File: src/rtl/seg_scan_ctrl_if.sv
// Signal bundle between the display host and seg_scan_ctrl.
// WR_EN and COMMIT are single-cycle strobes that are always accepted, so they have no ready.
interface seg_scan_ctrl_if;
  logic       ENABLE;
  logic       WR_EN;
  logic [2:0] WR_ADDR;
  logic [3:0] WR_DATA;
  logic       COMMIT;
  logic       LZ_SUPPRESS;
  logic       DEC_S1;
  logic [2:0] DEC_A;
  logic [3:0] BCD_A;
  logic       FRAME_DONE;
  logic       COMMIT_PEND;
  logic [1:0] STATE_DBG;

  modport master (
    output ENABLE, WR_EN, WR_ADDR, WR_DATA, COMMIT, LZ_SUPPRESS,
    input  DEC_S1, DEC_A, BCD_A, FRAME_DONE, COMMIT_PEND, STATE_DBG
  );

  modport slave (
    input  ENABLE, WR_EN, WR_ADDR, WR_DATA, COMMIT, LZ_SUPPRESS,
    output DEC_S1, DEC_A, BCD_A, FRAME_DONE, COMMIT_PEND, STATE_DBG
  );
endinterface

File: src/rtl/seg_scan_ctrl.sv
// Time-multiplexed scan controller for a common-anode seven-segment display with
// double-buffered BCD digits, dwell/gap timing, zero suppression and frame-synchronous commit.
module seg_scan_ctrl #(
  parameter int N_DIGITS = 8,
  parameter int DWELL    = 1000,
  parameter int GAP      = 50
) (
  input  logic            CLK,
  input  logic            notRST,
  seg_scan_ctrl_if.slave  bus
);

  localparam int MAXC = (DWELL > GAP) ? DWELL : GAP;
  localparam int CW   = $clog2(MAXC + 1);
  localparam logic [CW-1:0] DWELL_LAST = CW'(DWELL - 1);
  localparam logic [CW-1:0] GAP_LAST   = (GAP > 0) ? CW'(GAP - 1) : '0;
  localparam logic [2:0]    LAST_DIG   = 3'(N_DIGITS - 1);

  typedef enum logic [1:0] {
    ST_IDLE = 2'd0,
    ST_SHOW = 2'd1,
    ST_GAP  = 2'd2
  } state_t;

  state_t        state, state_n;
  logic [2:0]    digit, digit_n, digit_inc;
  logic [CW-1:0] cnt, cnt_n;
  logic [3:0]    front [8];
  logic [3:0]    back  [8];
  logic [3:0]    front_n [8];
  logic          boundary, commit_req, copy, pend_n, fd_n, entering, lz_zero, blank_n;

  assign bus.STATE_DBG = state;
  assign digit_inc     = (digit == LAST_DIG) ? 3'd0 : digit + 3'd1;

  always_ff @(posedge CLK or negedge notRST) begin
    if (!notRST) begin
      state <= ST_IDLE;
      digit <= 3'd0;
      cnt   <= '0;
    end else begin
      state <= state_n;
      digit <= digit_n;
      cnt   <= cnt_n;
    end
  end

  always_comb begin
    state_n  = state;
    digit_n  = digit;
    cnt_n    = cnt + 1'b1;
    boundary = 1'b0;
    if (!bus.ENABLE) begin
      state_n = ST_IDLE;
      digit_n = 3'd0;
      cnt_n   = '0;
    end else begin
      case (state)
        ST_IDLE: begin
          state_n = ST_SHOW;
          digit_n = 3'd0;
          cnt_n   = '0;
        end
        ST_SHOW: begin
          if (cnt == DWELL_LAST) begin
            cnt_n = '0;
            if (GAP > 0) begin
              state_n = ST_GAP;
            end else begin
              digit_n  = digit_inc;
              boundary = (digit == LAST_DIG);
            end
          end
        end
        ST_GAP: begin
          if (cnt == GAP_LAST) begin
            state_n  = ST_SHOW;
            cnt_n    = '0;
            digit_n  = digit_inc;
            boundary = (digit == LAST_DIG);
          end
        end
        default: begin
          state_n = ST_IDLE;
          digit_n = 3'd0;
          cnt_n   = '0;
        end
      endcase
    end
  end

  // The copy samples back before this edge's write, so a same-cycle write stays in back only.
  always_comb begin
    commit_req = bus.COMMIT | bus.COMMIT_PEND;
    copy       = commit_req & ((state == ST_IDLE) | boundary);
    pend_n     = commit_req & ~copy;
    for (int i = 0; i < 8; i++) front_n[i] = copy ? back[i] : front[i];
    entering = (state_n == ST_SHOW) && (cnt_n == '0);
    lz_zero  = 1'b1;
    for (int j = 0; j < N_DIGITS; j++) begin
      if (j >= int'(digit_n) && front_n[j] != 4'd0) lz_zero = 1'b0;
    end
    blank_n = (front_n[digit_n] > 4'd9) ||
              (bus.LZ_SUPPRESS && digit_n != 3'd0 && lz_zero);
    fd_n = ((state_n == ST_GAP) && (digit_n == LAST_DIG) && (cnt_n == GAP_LAST)) ||
           ((GAP == 0) && (state_n == ST_SHOW) && (digit_n == LAST_DIG) &&
            (cnt_n == DWELL_LAST));
  end

  always_ff @(posedge CLK or negedge notRST) begin
    if (!notRST) begin
      for (int i = 0; i < 8; i++) begin
        front[i] <= 4'd0;
        back[i]  <= 4'd0;
      end
      bus.DEC_S1      <= 1'b0;
      bus.DEC_A       <= 3'd0;
      bus.BCD_A       <= 4'd0;
      bus.FRAME_DONE  <= 1'b0;
      bus.COMMIT_PEND <= 1'b0;
    end else begin
      for (int i = 0; i < 8; i++) front[i] <= front_n[i];
      if (bus.WR_EN && ({1'b0, bus.WR_ADDR} < 4'(N_DIGITS))) back[bus.WR_ADDR] <= bus.WR_DATA;
      bus.COMMIT_PEND <= pend_n;
      bus.FRAME_DONE  <= fd_n;
      case (state_n)
        ST_SHOW: begin
          if (entering) begin
            bus.DEC_S1 <= ~blank_n;
            bus.DEC_A  <= digit_n;
            bus.BCD_A  <= front_n[digit_n];
          end
        end
        ST_GAP:  bus.DEC_S1 <= 1'b0;
        default: begin
          bus.DEC_S1 <= 1'b0;
          bus.DEC_A  <= 3'd0;
          bus.BCD_A  <= 4'd0;
        end
      endcase
    end
  end

endmodule

File: src/flat_wrapper.sv
// flat-port wrapper written by rule: the top's interface ports become plain ports
module seg_scan_ctrl_flat 
#(
  parameter int N_DIGITS = 8,
  parameter int DWELL    = 1000,
  parameter int GAP      = 50
)
  (CLK, notRST, bus_ENABLE, bus_WR_EN, bus_WR_ADDR, bus_WR_DATA, bus_COMMIT, bus_LZ_SUPPRESS, bus_DEC_S1, bus_DEC_A, bus_BCD_A, bus_FRAME_DONE, bus_COMMIT_PEND, bus_STATE_DBG);
  seg_scan_ctrl_if bus_i ();
  input  logic CLK;
  input  logic notRST;
  input wire logic [$bits(bus_i.ENABLE)-1:0] bus_ENABLE;
  input wire logic [$bits(bus_i.WR_EN)-1:0] bus_WR_EN;
  input wire logic [$bits(bus_i.WR_ADDR)-1:0] bus_WR_ADDR;
  input wire logic [$bits(bus_i.WR_DATA)-1:0] bus_WR_DATA;
  input wire logic [$bits(bus_i.COMMIT)-1:0] bus_COMMIT;
  input wire logic [$bits(bus_i.LZ_SUPPRESS)-1:0] bus_LZ_SUPPRESS;
  output wire logic [$bits(bus_i.DEC_S1)-1:0] bus_DEC_S1;
  output wire logic [$bits(bus_i.DEC_A)-1:0] bus_DEC_A;
  output wire logic [$bits(bus_i.BCD_A)-1:0] bus_BCD_A;
  output wire logic [$bits(bus_i.FRAME_DONE)-1:0] bus_FRAME_DONE;
  output wire logic [$bits(bus_i.COMMIT_PEND)-1:0] bus_COMMIT_PEND;
  output wire logic [$bits(bus_i.STATE_DBG)-1:0] bus_STATE_DBG;
  assign bus_i.ENABLE = bus_ENABLE;
  assign bus_i.WR_EN = bus_WR_EN;
  assign bus_i.WR_ADDR = bus_WR_ADDR;
  assign bus_i.WR_DATA = bus_WR_DATA;
  assign bus_i.COMMIT = bus_COMMIT;
  assign bus_i.LZ_SUPPRESS = bus_LZ_SUPPRESS;
  assign bus_DEC_S1 = bus_i.DEC_S1;
  assign bus_DEC_A = bus_i.DEC_A;
  assign bus_BCD_A = bus_i.BCD_A;
  assign bus_FRAME_DONE = bus_i.FRAME_DONE;
  assign bus_COMMIT_PEND = bus_i.COMMIT_PEND;
  assign bus_STATE_DBG = bus_i.STATE_DBG;
  seg_scan_ctrl #(.N_DIGITS(N_DIGITS), .DWELL(DWELL), .GAP(GAP)) u_core (.CLK(CLK), .notRST(notRST), .bus(bus_i));
endmodule
File: config.mk
export PLATFORM = sky130hd
export DESIGN_NAME = seg_scan_ctrl_flat
export DESIGN_NICKNAME = d
export VERILOG_FILES = /design/src/rtl/seg_scan_ctrl_if.sv /design/src/rtl/seg_scan_ctrl.sv /design/src/flat_wrapper.sv
export SDC_FILE = /design/constraint.sdc
export NUM_CORES = 1
export LEC_CHECK = 0
export CORE_ASPECT_RATIO = 1.75
export CORE_MARGIN = 4
export CORE_UTILIZATION = 56
export CTS_BUF_LIST = sky130_fd_sc_hd__clkbuf_4 sky130_fd_sc_hd__clkbuf_8
export DETAILED_ROUTE_END_ITERATION = 10
export GPL_TIMING_DRIVEN = 0
export PLACE_DENSITY = 0.78
export SLEW_MARGIN = 20
export SYNTH_ARGS = -nofsm -noshare
export SYNTH_HDL_FRONTEND = slang
export SYNTH_SLANG_ARGS = --single-unit
File: constraint.sdc
create_clock -name CLK -period 2.68 [get_ports CLK]
set_input_delay 0.536 -clock CLK [delete_from_list [all_inputs] [get_ports CLK]]
set_output_delay 0.536 -clock CLK [all_outputs]
set_load 0.03 [all_outputs]
-- Yosys cells after proc, flatten, opt, wreduce, memory -nomap -nowiden
Index checks and enable logic that the tools add are counted.
- bits in registers: 89
- word-level logic and storage cells: 125
- $add $sub $neg: 2
- order comparisons: 11
- equality and inequality tests: 10
- mux-type cells: 43
- bitwise logic cells: 9
- reductions and logical operators: 26
- operators by type and width (kind ; count):
    4-bit two-way mux ; 12
    32-bit bitwise mux ; 1
    4-bit nonzero test ; 8
    10-bit two-way mux ; 3
    10-bit by 6-bit equality test with 1-bit output, second input constant ; 2
    10-bit case mux with 2 select lines ; 1
    1-bit logical AND ; 13
    1-bit two-way mux ; 13
    4-bit binary-select mux with 3-bit select ; 1
    4-bit demux with 3-bit select ; 1
    3-bit two-way mux ; 4
    3-bit case mux with 2 select lines ; 2
    10-bit by 1-bit adder with 10-bit output, second input constant ; 1
    10-bit equality test, second input constant ; 1
    10-bit logical NOT ; 1
    3-bit greater-or-equal comparator, first input constant ; 3
    4-bit greater-or-equal comparator, second input constant ; 2
    3-bit NOT with 4-bit output ; 2
    4-bit case mux with 2 select lines ; 1
    3-bit equality test, second input constant ; 2
    1-bit by 3-bit greater-or-equal comparator with 1-bit output, first input constant ; 2
    2-bit by 3-bit greater-or-equal comparator with 1-bit output, first input constant ; 2
    2-bit two-way mux ; 3
    2-bit case mux with 3 select lines ; 1
    other kinds (13) ; 19

-- Longest topological paths before layout
Gate-level depths: netlist (run 1).
- depth after elaboration: 22
- depth in mapped cells: 13

-- Least setup slack after synthesis (run 1)
Ideal clock, no wire load.
- path kind: register -> register
- start point: reg u_core.state[0] (netlist: u_core.bus.STATE_DBG[0])
- end point: reg u_core.bus.BCD_A[0]
- library setup time: 0.121 ns
- arrival time: 2.937 ns
- slack: -0.378 ns
- cell stages (with the launch flop): 12
- buffers on the path: 1
- clock period less this slack: 3.058 ns
- path through: dfrtp_1 -> inv_1 -> ha_1 -> and3_1 -> and4_4 -> o22ai_4 -> buf_6 -> mux2_2 -> mux2_2 -> a21o_1 -> mux2_2 -> a22o_1
- RTL lines (what ; line ; RTL):
    start, declared ; seg_scan_ctrl.sv:25 ; state_t state, state_n;
    start signal, assigned ; seg_scan_ctrl.sv:42 ; state <= state_n;
    end signal, assigned ; seg_scan_ctrl.sv:131 ; bus.BCD_A <= front_n[digit_n];
    end, declared ; seg_scan_ctrl_if.sv:24 ; output DEC_S1, DEC_A, BCD_A, FRAME_DONE, COMMIT_PEND, STATE_DBG

==> impl_metrics.csv, run 1 <==
group,metric,value,unit
detailed_routing,avgViaCountPerCell,6.142,
synthesis,syn_nets,388,
synthesis,yosysSeqAreaShare,49.60,%
detailed_routing,drcViolationCount,0,
clock_network,cts_buffers,9,
clock_network,cts_tree,"yes",
synthesis,synth-async-reset-ratio,100.0,%
grt,overflow,0,
floorplanning,io_pins,25,
synthesis,ys_warn_count,0,
critical_path,crit_type,"reg2reg",
clock_network,cts_htree_levels,3,
layout,area_growth,19.95,%
synthesis,synth.cell_area,4491,µm²
power,vdd_drop_max,0.0004548,V
power,p_per_area,663.4,nW/µm²
synthesis,synth_top_area_share,49.60,%
timing,fin_crit_sh,105.7,%
grt,grt_max_degree,47,
clock_network,path_clk_slew,0.08,ns
timing,period_minus_slack,2.834,ns
critical_path,crit_path_start_kind,"flop",
layout,fillers,594,
clock_network,root_buffer,"clkbuf_8",
critical_path,endpoint_kind,"flop",
synthesis,yosysTopAreaCell,"dfrtp_1",
clock_network,clk_latency,0.37,ns
floorplanning,start_util,57.17,%
hold_path,hold_path_class,"in2async",
timing,holdWs,0.1593,ns
timing,finClkSkew,0.008140,ns
synthesis,synth-edff-count,0,
synthesis,synthFlopType,"dfrtp_1",
timing,fmax,352.9,MHz
run,cap_violations,0,
timing,hold_violations,0,
grt,track_usage,22.97,%
detailed_routing,via_count,3194,
timing,worst_pin_slew,0.7583,ns
status,violations,"negative setup slack",
critical_path,r2r_start,"u_core.digit[0]$_DFF_PN0_",
grt,grt_pass1_vias,3298,
timing,setup_viol,5,
timing,rsz0062_at_grt,"true",
floorplanning,die_w,75.69,µm
placement,postPlaceCellArea,4910,µm²
detailed_routing,first_pass_iters,4,
status,status,"finished with violations",
synthesis,yosys-top-cells-count,"dfrtp_1 (89), mux2_2 (67), nor2_1 (27)",
critical_path,critPathRequiredTime,2.99,ns
floorplanning,die_h,126.5,µm
detailed_routing,ant_nets,0,
power,p_leak,0.002262,µW
clock_network,clk_path_buf_depth,2,
synthesis,syn_avg_cell_area,12.24,µm²
critical_path,reg2reg_setup_slack,-0.15,ns
placement,hpwl,7356,µm
critical_path,path_max_fanout,6,
clock_network,cts.sinks,89,
synthesis,ys_types,55,
critical_path,crit_arrival,3.15,ns
detailed_routing,drt_iter0_drc,155,
layout,nets,446,
floorplanning,dieArea,9572,µm²
critical_path,r2r.worst_path.cells,12,
timing,setup_tns,-0.4591,ns
synthesis,synth_most_common_cell,"dfrtp_1",
synthesis,netlist_instances,367,
timing,slew_viol_final,0,
layout,fin_area,5386,µm²
synthesis,ys_ff_latch,89,
timing,slew_headroom,49.34,%
clock_network,cts_hold_buf,0,
critical_path,r2r-end,"u_core.bus.DEC_S1$_DFFE_PN0P_",
detailed_routing,wl_per_cell,19.93,µm
placement,dpl_worst_slack,-0.7157,ns
floorplanning,rows,43,
timing,worst_slack,-0.1539,ns
detailed_routing,routed_wl,10360,µm
grt,antenna_found_initial,0,
grt,grt_pass1_wl,16380,µm
layout,drive_above_1_share,36.98,%
layout,num_antenna_cells,0,
synthesis,synth_area_leaders,"dfrtp_1 (50%), mux2_2 (17%), mux2i_1 (3.1%)",
floorplanning,core_area,7855,µm²
placement,port_buffers,24,
placement,gp_congestion,0.8610,
worst max-delay path by stage:
stage / startpoint / slack [ns] / cells past startpoint / endpoint
after floorplan: u_core.bus.STATE_DBG[0]$_DFF_PN0_ / -0.07 / 13 / u_core.bus.BCD_A[0]$_DFFE_PN0P_
after global placement: notRST / -2.36 / 1 / u_core.bus.STATE_DBG[1]$_DFF_PN0_
after detailed placement: bus_ENABLE / -0.72 / 12 / u_core.bus.BCD_A[0]$_DFFE_PN0P_
after CTS: u_core.digit[1]$_DFF_PN0_ / -0.17 / 13 / u_core.bus.BCD_A[0]$_DFFE_PN0P_
after global routing: u_core.cnt[1]$_DFF_PN0_ / -0.26 / 11 / u_core.bus.DEC_S1$_DFFE_PN0P_
final: u_core.digit[0]$_DFF_PN0_ / -0.15 / 12 / u_core.bus.DEC_S1$_DFFE_PN0P_
cell type report:
class                           instances  area [µm²]  share of cell area [%]
Inverter                                7       26.28                  0.4878
Tap cell                               90       112.6                   2.091
Buffer                                 11       118.9                   2.207
Clock inverter                          5       31.28                  0.5807
Multi-Input combinational cell        259        2268                   42.11
Clock buffer                           11       145.1                   2.695
Timing Repair Buffer                   48       452.9                   8.409
Sequential cell                        89        2231                   41.42
metrics by stage:
step / total power [µW] / cells / util, %
after floorplan: 2335 / 367 / -
after global placement: 2569 / 481 / 62.19
after detailed placement: 2616 / 482 / 62.50
after CTS: 3510 / 513 / 66.69
after global routing: 3742 / 520 / 68.57
final: 3573 / 520 / 68.57
power breakdown:
group	switching, µW	internal (µW)	total [µW]
clock network	473	369	842
registers	207	1630	1840
logic	380	515	895
worst max-delay path: stages, from the launching register on:
cell and delay (ns):
dfrtp_1 0.39, ha_2 0.20, ha_4 0.16, and3_4 0.14, and4_4 0.17, o22ai_4 0.22
buf_8 0.18, mux2_2 0.36, mux2_2 0.29, a22oi_2 0.21, o21ai_2 0.09, a21bo_1 0.20
a32o_2 0.16
state kept, by name (all words and copies together) (netlist names):
signal / cells
u_core.back: 32
u_core.front: 32
u_core.cnt: 10
u_core.bus.BCD_A: 4
u_core.bus.DEC_A: 3
u_core.digit: 3
u_core.bus.STATE_DBG: 2
u_core.bus.COMMIT_PEND: 1
u_core.bus.DEC_S1: 1
u_core.bus.FRAME_DONE: 1
kinds of logic after synthesis:
kind of cell,Yosys count,synth area share (%)
muxes,89,22.76
AOI/OAI and AO/OA,42,7.161
buffers and inverters,19,2.925
and+or+nand+nor,110,13.37
xor gates and xnor gates,10,1.950
adders and majority gates,8,2.229
DFF,89,49.60
layer usage:
metal  vias to the layer above  wire length, µm  track usage (%)
met4                         0              486            10.71
met2                        77             5640            39.79
met3                        36              356            5.155
met5                         -                0                0
li1                       1463                -                -
met1                      1618             3882            25.77
placed cells by master (no fill, tap or decap), types with 8 or more instances in the layout:
cell type,netlist,layout
buf_4,1,21
clkdlybuf4s50_1,0,23
mux2_4,3,13
mux2_2,67,60
nor2_1,27,26
nand3_1,8,8
o21ai_0,8,8
nor3_1,10,8
dfrtp_1,89,86
nor4_1,12,12
mux2i_1,14,11
nand2_1,18,18
clkbuf_8,1,10
what timing repair did:
| action | 4_1_cts | 5_1_grt |
|---|---|---|
| endpoints found under the hold margin | 0 | 0 |
| pin swaps | 6 | 6 |
| resized for setup | 10 | 22 |
| setup endpoints to repair | 5 | 9 |
| buffers inserted | 15 | 8 |
(Power assumes the default switching activity.)
==> run 2, diff against run 1 <==
--- a/config.mk
+++ b/config.mk
@@ -5,11 +5,14 @@
 export SDC_FILE = /design/constraint.sdc
 export NUM_CORES = 1
 export LEC_CHECK = 0
+export CELL_PAD_IN_SITES_DETAIL_PLACEMENT = 1
+export CELL_PAD_IN_SITES_GLOBAL_PLACEMENT = 1
 export CORE_ASPECT_RATIO = 1.75
 export CORE_MARGIN = 4
-export CORE_UTILIZATION = 56
+export CORE_UTILIZATION = 49
 export CTS_BUF_LIST = sky130_fd_sc_hd__clkbuf_4 sky130_fd_sc_hd__clkbuf_8
 export DETAILED_ROUTE_END_ITERATION = 10
+export DONT_BUFFER_PORTS = 1
 export GPL_TIMING_DRIVEN = 0
 export PLACE_DENSITY = 0.78
 export SLEW_MARGIN = 20
==> run 2 against run 1 <==
Utilization down 9.5 points. The run still ends with negative setup slack left. Count of clock-buffer cells in the layout unchanged. Final cell count up 1.9%. First-iteration DRC count down 23%. Maximum frequency down 2.2%. Critical path type unchanged. Worst hold slack worse by 0.096 ns. Register-to-register slack worse by 0.06 ns. Cell area down 0.84%.
==> impl_metrics.csv, run 2 (synthesized netlist as in run 1, its figures left out) <==
group,metric,value,unit
placement,dp.cells,487,
clock_network,cts_buffers,9,
floorplanning,die_h,134.6,µm
timing,setup_tns,-0.5148,ns
critical_path,r2r.worst_path.cells,13,
critical_path,r2r-end,"u_core.bus.BCD_A[0]$_DFFE_PN0P_",
power,combPwrFrac,19.9,%
critical_path,crit_path_start_kind,"flop",
placement,port_buffers,0,
layout,final_common_cell,"dfrtp_1",
timing,fmax,345.1,MHz
floorplanning,dieArea,10820,µm²
detailed_routing,routed_wl,11630,µm
detailed_routing,via_count,3088,
timing,worst_slack,-0.2177,ns
timing,setup_viol,3,
status,status,"finished with violations",
layout,nets,426,
timing,worst_pin_slew,0.6503,ns
critical_path,startpoint,"u_core.bus.STATE_DBG[0]$_DFF_PN0_",
timing,rsz0062_at_grt,"true",
detailed_routing,drt_iter0_drc,119,
placement,postPlaceCellArea,4682,µm²
grt,track_usage,23.32,%
layout,top_regs,"u_core.back x32, u_core.front x32, u_core.cnt x10",
timing,slew_headroom,56.55,%
floorplanning,core_area,9036,µm²
clock_network,cts_tree,"yes",
layout,area_growth,18.95,%
layout,layout_common_cells,"dfrtp_1 (85), mux2_2 (60), buf_4 (25), nor2_1 (25), nand2_1 (16)",
clock_network,root_buffer,"clkbuf_8",
critical_path,reg2reg_setup_slack,-0.22,ns
critical_path,worstSetupEndpoint,"u_core.bus.BCD_A[0]$_DFFE_PN0P_",
grt,overflow,0,
clock_network,cts_htree_levels,3,
layout,fin_area,5341,µm²
grt,grt_pass1_wl,18720,µm
layout,final_cells,530,
floorplanning,start_util,49.70,%
layout,fillers,917,
power,p_clk_share,31.9,%
timing,slew_viol_final,0,
power,intPower,2836,µW
critical_path,r2r_start,"u_core.bus.STATE_DBG[0]$_DFF_PN0_",
hold_path,hold_path_class,"in2async",
power,power,3876,µW
timing,hold_violations,0,
detailed_routing,drcViolationCount,0,
power,vdd_drop_max,0.0004599,V
power,p_leak,0.002244,µW
run,cap_violations,0,
layout,drive_above_1_share,40.98,%
layout,num_antenna_cells,0,
power,p_sw_share,26.81,%
power,pwr-share-seq,48.2,%
floorplanning,die_w,80.37,µm
timing,finClkSkew,0.01164,ns
floorplanning,io_pins,25,
grt,antenna_found_initial,0,
detailed_routing,ant_nets,0,
critical_path,path_max_fanout,7,
detailed_routing,wl_per_cell,21.94,µm
clock_network,clk_latency,0.37,ns
clock_network,path_clk_slew,0.09,ns
power,p_per_area,725.6,nW/µm²
detailed_routing,avgViaCountPerCell,5.826,
power,p_switching,1039,µW
detailed_routing,first_pass_iters,6,
grt,grt_pass1_vias,3522,
timing,fin_crit_sh,108.1,%
placement,gp_congestion,0.8360,
grt,grt_max_degree,90,
floorplanning,rows,46,
critical_path,crit_type,"reg2reg",
status,violations,"negative setup slack",
clock_network,clk_path_buf_depth,2,
clock_network,cts.sinks,89,
timing,period_minus_slack,2.898,ns
critical_path,critPathRequiredTime,2.94,ns
critical_path,endpoint_kind,"flop",
placement,hpwl,8323,µm
critical_path,crit_arrival,3.16,ns
-- run 2: critical path, cell delays in order, from the launching register on --
cell and delay (ns):
dfrtp_2 0.52, inv_2 0.10, ha_4 0.18, and3_4 0.16, and4_4 0.18, o22ai_4 0.19, buf_6 0.19, buf_8 0.12
mux2_4 0.31, mux2i_4 0.17, nor2_1 0.06, a21o_1 0.15, mux2_4 0.27, a22o_1 0.17
-- run 2: worst min-delay path by stage --
stage | slack [ns] | cells past startpoint | endpoint | startpoint
floorplan | 0.24 | 0 | u_core.back[0]$_DFFE_PN0P_ | notRST
finish | 0.06 | 1 | u_core.cnt[7]$_DFF_PN0_ | notRST
global placement | 0.24 | 0 | u_core.cnt[6]$_DFF_PN0_ | notRST
CTS | 0.09 | 1 | u_core.cnt[8]$_DFF_PN0_ | notRST
global route | 0.09 | 1 | u_core.cnt[7]$_DFF_PN0_ | notRST
detailed placement | 0.24 | 0 | u_core.cnt[8]$_DFF_PN0_ | notRST
-- run 2: repair_timing --
action | CTS | global route
buffers inserted | 23 | 4
setup endpoints to repair | 9 | 9
resized for setup | 22 | 18
endpoints found under the hold margin | 89 | 0
pin swaps | 7 | 3
hold buffers | 1 | 0
-- run 2: cell type report --
cell class                 count  area (µm²)  area share (%)
buffer                        11       120.1           2.249
timing repair buffer          28       250.2           4.685
sequential                    89        2232           41.79
tap                          120       150.1           2.811
clock inverter                 5       125.1           2.342
clock buffer                  11       151.4           2.834
inverter                       7       26.28          0.4919
multi-input combinational    259        2286           42.80
-- run 2: per-layer routing --
layer	vias to the layer above	track usage, %	part of all wire [%]
met5	-	0	0
met4	0	9.398	2.5
met3	19	4.606	2.9
met2	50	44.70	58
met1	1594	23.83	36
li1	1425	-	-
-- run 2: power by group through the flow --
stage	registers [µW]	logic [µW]	clock network, µW
floorplan	1800	534	0
global placement	1870	625	0
detailed placement	1890	660	0
CTS	1870	756	1260
global route	1910	832	1320
finish	1870	771	1240
-- run 2: per-stage QoR --
stage                     hold WS [ns]  setup slack (ns)  util, %
after CTS                      0.08543           -0.2430    58.18
after global placement          0.2429           -0.4506    51.81
final                          0.06300           -0.2177    59.11
after floorplan                 0.2404          -0.07081        -
after detailed placement        0.2426           -0.5175    51.81
after global routing           0.08756           -0.2938    59.11
==> run 3, diff against run 2 <==
--- a/config.mk
+++ b/config.mk
@@ -14,7 +14,8 @@
 export DETAILED_ROUTE_END_ITERATION = 10
 export DONT_BUFFER_PORTS = 1
 export GPL_TIMING_DRIVEN = 0
-export PLACE_DENSITY = 0.78
+export PLACE_DENSITY_LB_ADDON = 0.08
+export RECOVER_POWER = 100
 export SLEW_MARGIN = 20
 export SYNTH_ARGS = -nofsm -noshare
 export SYNTH_HDL_FRONTEND = slang
==> run 3 against run 2 <==
The run ends with max-capacitance violations, max-slew violations, negative setup slack left. Die area stayed put. Sequential power hardly changed. Wire length is 2.6% lower. Critical path type unchanged. Clock power is 33% lower. First-iteration DRC count is 8.4% lower. Flip-flop and latch count stayed put. Critical path depth is 2 lower. Clock skew is 0.0029 ns lower.
==> impl_metrics.csv, run 3 (synthesized netlist as in run 1, its figures left out) <==
group,metric,value,unit
status,status,"finished with violations",
status,violations,"max-capacitance violations, max-slew violations, negative setup slack",
critical_path,slowest_stage,"dfrtp_1",
layout,top_regs,"u_core.back x32, u_core.front x32, u_core.cnt x10",
critical_path,crit_arrival,3.24,ns
power,p_leak,0.002212,µW
timing,holdWs,0.3225,ns
detailed_routing,wl_per_cell,21.24,µm
grt,grt_pass1_wl,18140,µm
timing,setup_tns,-1.155,ns
timing,rsz0062_at_grt,"true",
clock_network,cts_tree,"yes",
clock_network,root_buffer,"clkbuf_8",
clock_network,clk_latency,0.36,ns
clock_network,path_clk_slew,0.09,ns
hold_path,hp-start,"bus_WR_DATA[1]",
clock_network,cts_buffers,9,
clock_network,cts_htree_levels,3,
timing,hold_violations,0,
critical_path,max_stage_delay,0.42,ns
floorplanning,die_w,80.37,µm
detailed_routing,avgViaCountPerCell,5.816,
floorplanning,rows,46,
detailed_routing,routed_wl,11320,µm
clock_network,cts.sinks,89,
detailed_routing,via_count,3100,
timing,worst_slack,-0.3064,ns
floorplanning,dieArea,10820,µm²
critical_path,path_max_fanout,10,
placement,hpwl,7918,µm
layout,fin_area,5258,µm²
critical_path,critPathRequiredTime,2.93,ns
hold_path,hold_path_class,"in2reg",
power,power,3525,µW
floorplanning,start_util,49.70,%
grt,antenna_found_initial,0,
grt,grt_max_degree,90,
placement,port_buffers,0,
critical_path,startpoint,"u_core.digit[1]$_DFF_PN0_",
detailed_routing,drt_iter0_drc,109,
floorplanning,io_pins,25,
placement,gp_congestion,0.8396,
critical_path,r2r_start,"u_core.digit[1]$_DFF_PN0_",
layout,nets,429,
critical_path,crit_type,"reg2reg",
power,vdd_drop_max,0.0004615,V
critical_path,endpoint_kind,"flop",
detailed_routing,first_pass_iters,4,
timing,setup_viol,8,
clock_network,clk_path_buf_depth,2,
layout,num_antenna_cells,0,
detailed_routing,ant_nets,0,
layout,final_common_cell,"dfrtp_1",
timing,worst_pin_slew,2.195,ns
critical_path,crit_top_cell,"ha_2",
run,cap_violations,1,
layout,layout_common_cells,"dfrtp_1 (86), mux2_2 (55), nor2_1 (26)",
floorplanning,die_h,134.6,µm
timing,fmax,334.9,MHz
grt,track_usage,22.39,%
layout,area_growth,17.08,%
grt,grt_pass1_vias,3379,
timing,finClkSkew,0.008717,ns
timing,slew_viol_final,90,
detailed_routing,drcViolationCount,0,
layout,drive_above_1_share,40.19,%
timing,fin_crit_sh,111.4,%
critical_path,crit_path_start_kind,"flop",
placement,postPlaceCellArea,4682,µm²
timing,period_minus_slack,2.986,ns
floorplanning,core_area,9036,µm²
critical_path,crit_chain,"ha_2 > ha_2 > nor3b_1 > nand4_1 > a31oi_4 > buf_6 > mux2i_1 > mux2_4 > o211a_1 > a21bo_1 > a32o_2",
power,p_per_area,670.5,nW/µm²
timing,slew_headroom,-46.37,%
grt,overflow,0,
## run 3: cell count changes in the layout (fill, tap and decap cells not counted), sizes merged
cell,change
bufinv,-4
clkinv,+4
clkinvlp,+2
buf,+2
clkbuf,-1
## run 3: area by class of cell
class,instances,area (µm²)
well taps,120,150.1
plain buffers,12,121.4
fillers,949,3779
flip-flops and latches,89,2231
multi-input cells,259,2280
clock buffers,9,123.9
inverters,7,26.28
repair buffers,30,277.8
clock inverters,7,47.55
## run 3: where the power goes
group | switching, µW | internal, µW | total (µW) | leakage, µW
Sequential | 234 | 1630 | 1860 | 0.00111
Clock | 502 | 335 | 837 | 0.0000850
Combinational | 339 | 486 | 825 | 0.00102
## run 3: what timing repair did
action,CTS,global route
setup buffers,18,10
endpoints found under the hold margin,89,0
gates cloned,1,0
hold buffers,1,0
resized for setup,29,15
pin swaps,3,5
setup endpoints to repair,9,9
## run 3: worst max-delay path: cells and delay by family, from the launching register on
kind                       cells  cell delay, ns
adders and majority gates      2            0.38
muxes                          2            0.35
buffers and inverters          1            0.24
and+or+nand+nor                2            0.40
DFF                            1            0.42
AOI/OAI and AO/OA              4            1.07
## run 3: worst paths after layout
| path | end | slack, ns | cells past startpoint |
|---|---|---|---|
| setup reg to reg | u_core.bus.DEC_S1$_DFFE_PN0P_ | -0.31 | 11 |
| max in group asynchronous | u_core.cnt[0]$_DFF_PN0_ | 0.47 | 1 |
| hold / removal | u_core.back[25]$_DFFE_PN0P_ | 0.32 | 1 |
| setup / recovery | u_core.bus.DEC_S1$_DFFE_PN0P_ | -0.31 | 11 |
| hold reg to reg | u_core.front[30]$_DFF_PN0_ | 0.51 | 1 |
| min in group asynchronous | u_core.cnt[1]$_DFF_PN0_ | 0.81 | 1 |
## run 3: routing by layer
layer,GRT usage (%),up-vias,share of wire (%)
li1,-,1435,-
met1,25.96,1581,38
met2,40.22,63,56
met3,3.672,21,2.7
met4,9.023,0,3.0
met5,0,-,0
## run 3: stage by stage
stage          std cells  utilization, %  worst slack (ns)
2_1_floorplan        367               -          -0.07081
3_3_place_gp         487           51.81           -0.4409
3_5_place_dp         487           51.81           -0.4637
4_1_cts              523           57.16           -0.3067
5_1_grt              533           58.18           -0.3944
6_report             533           58.18           -0.3064
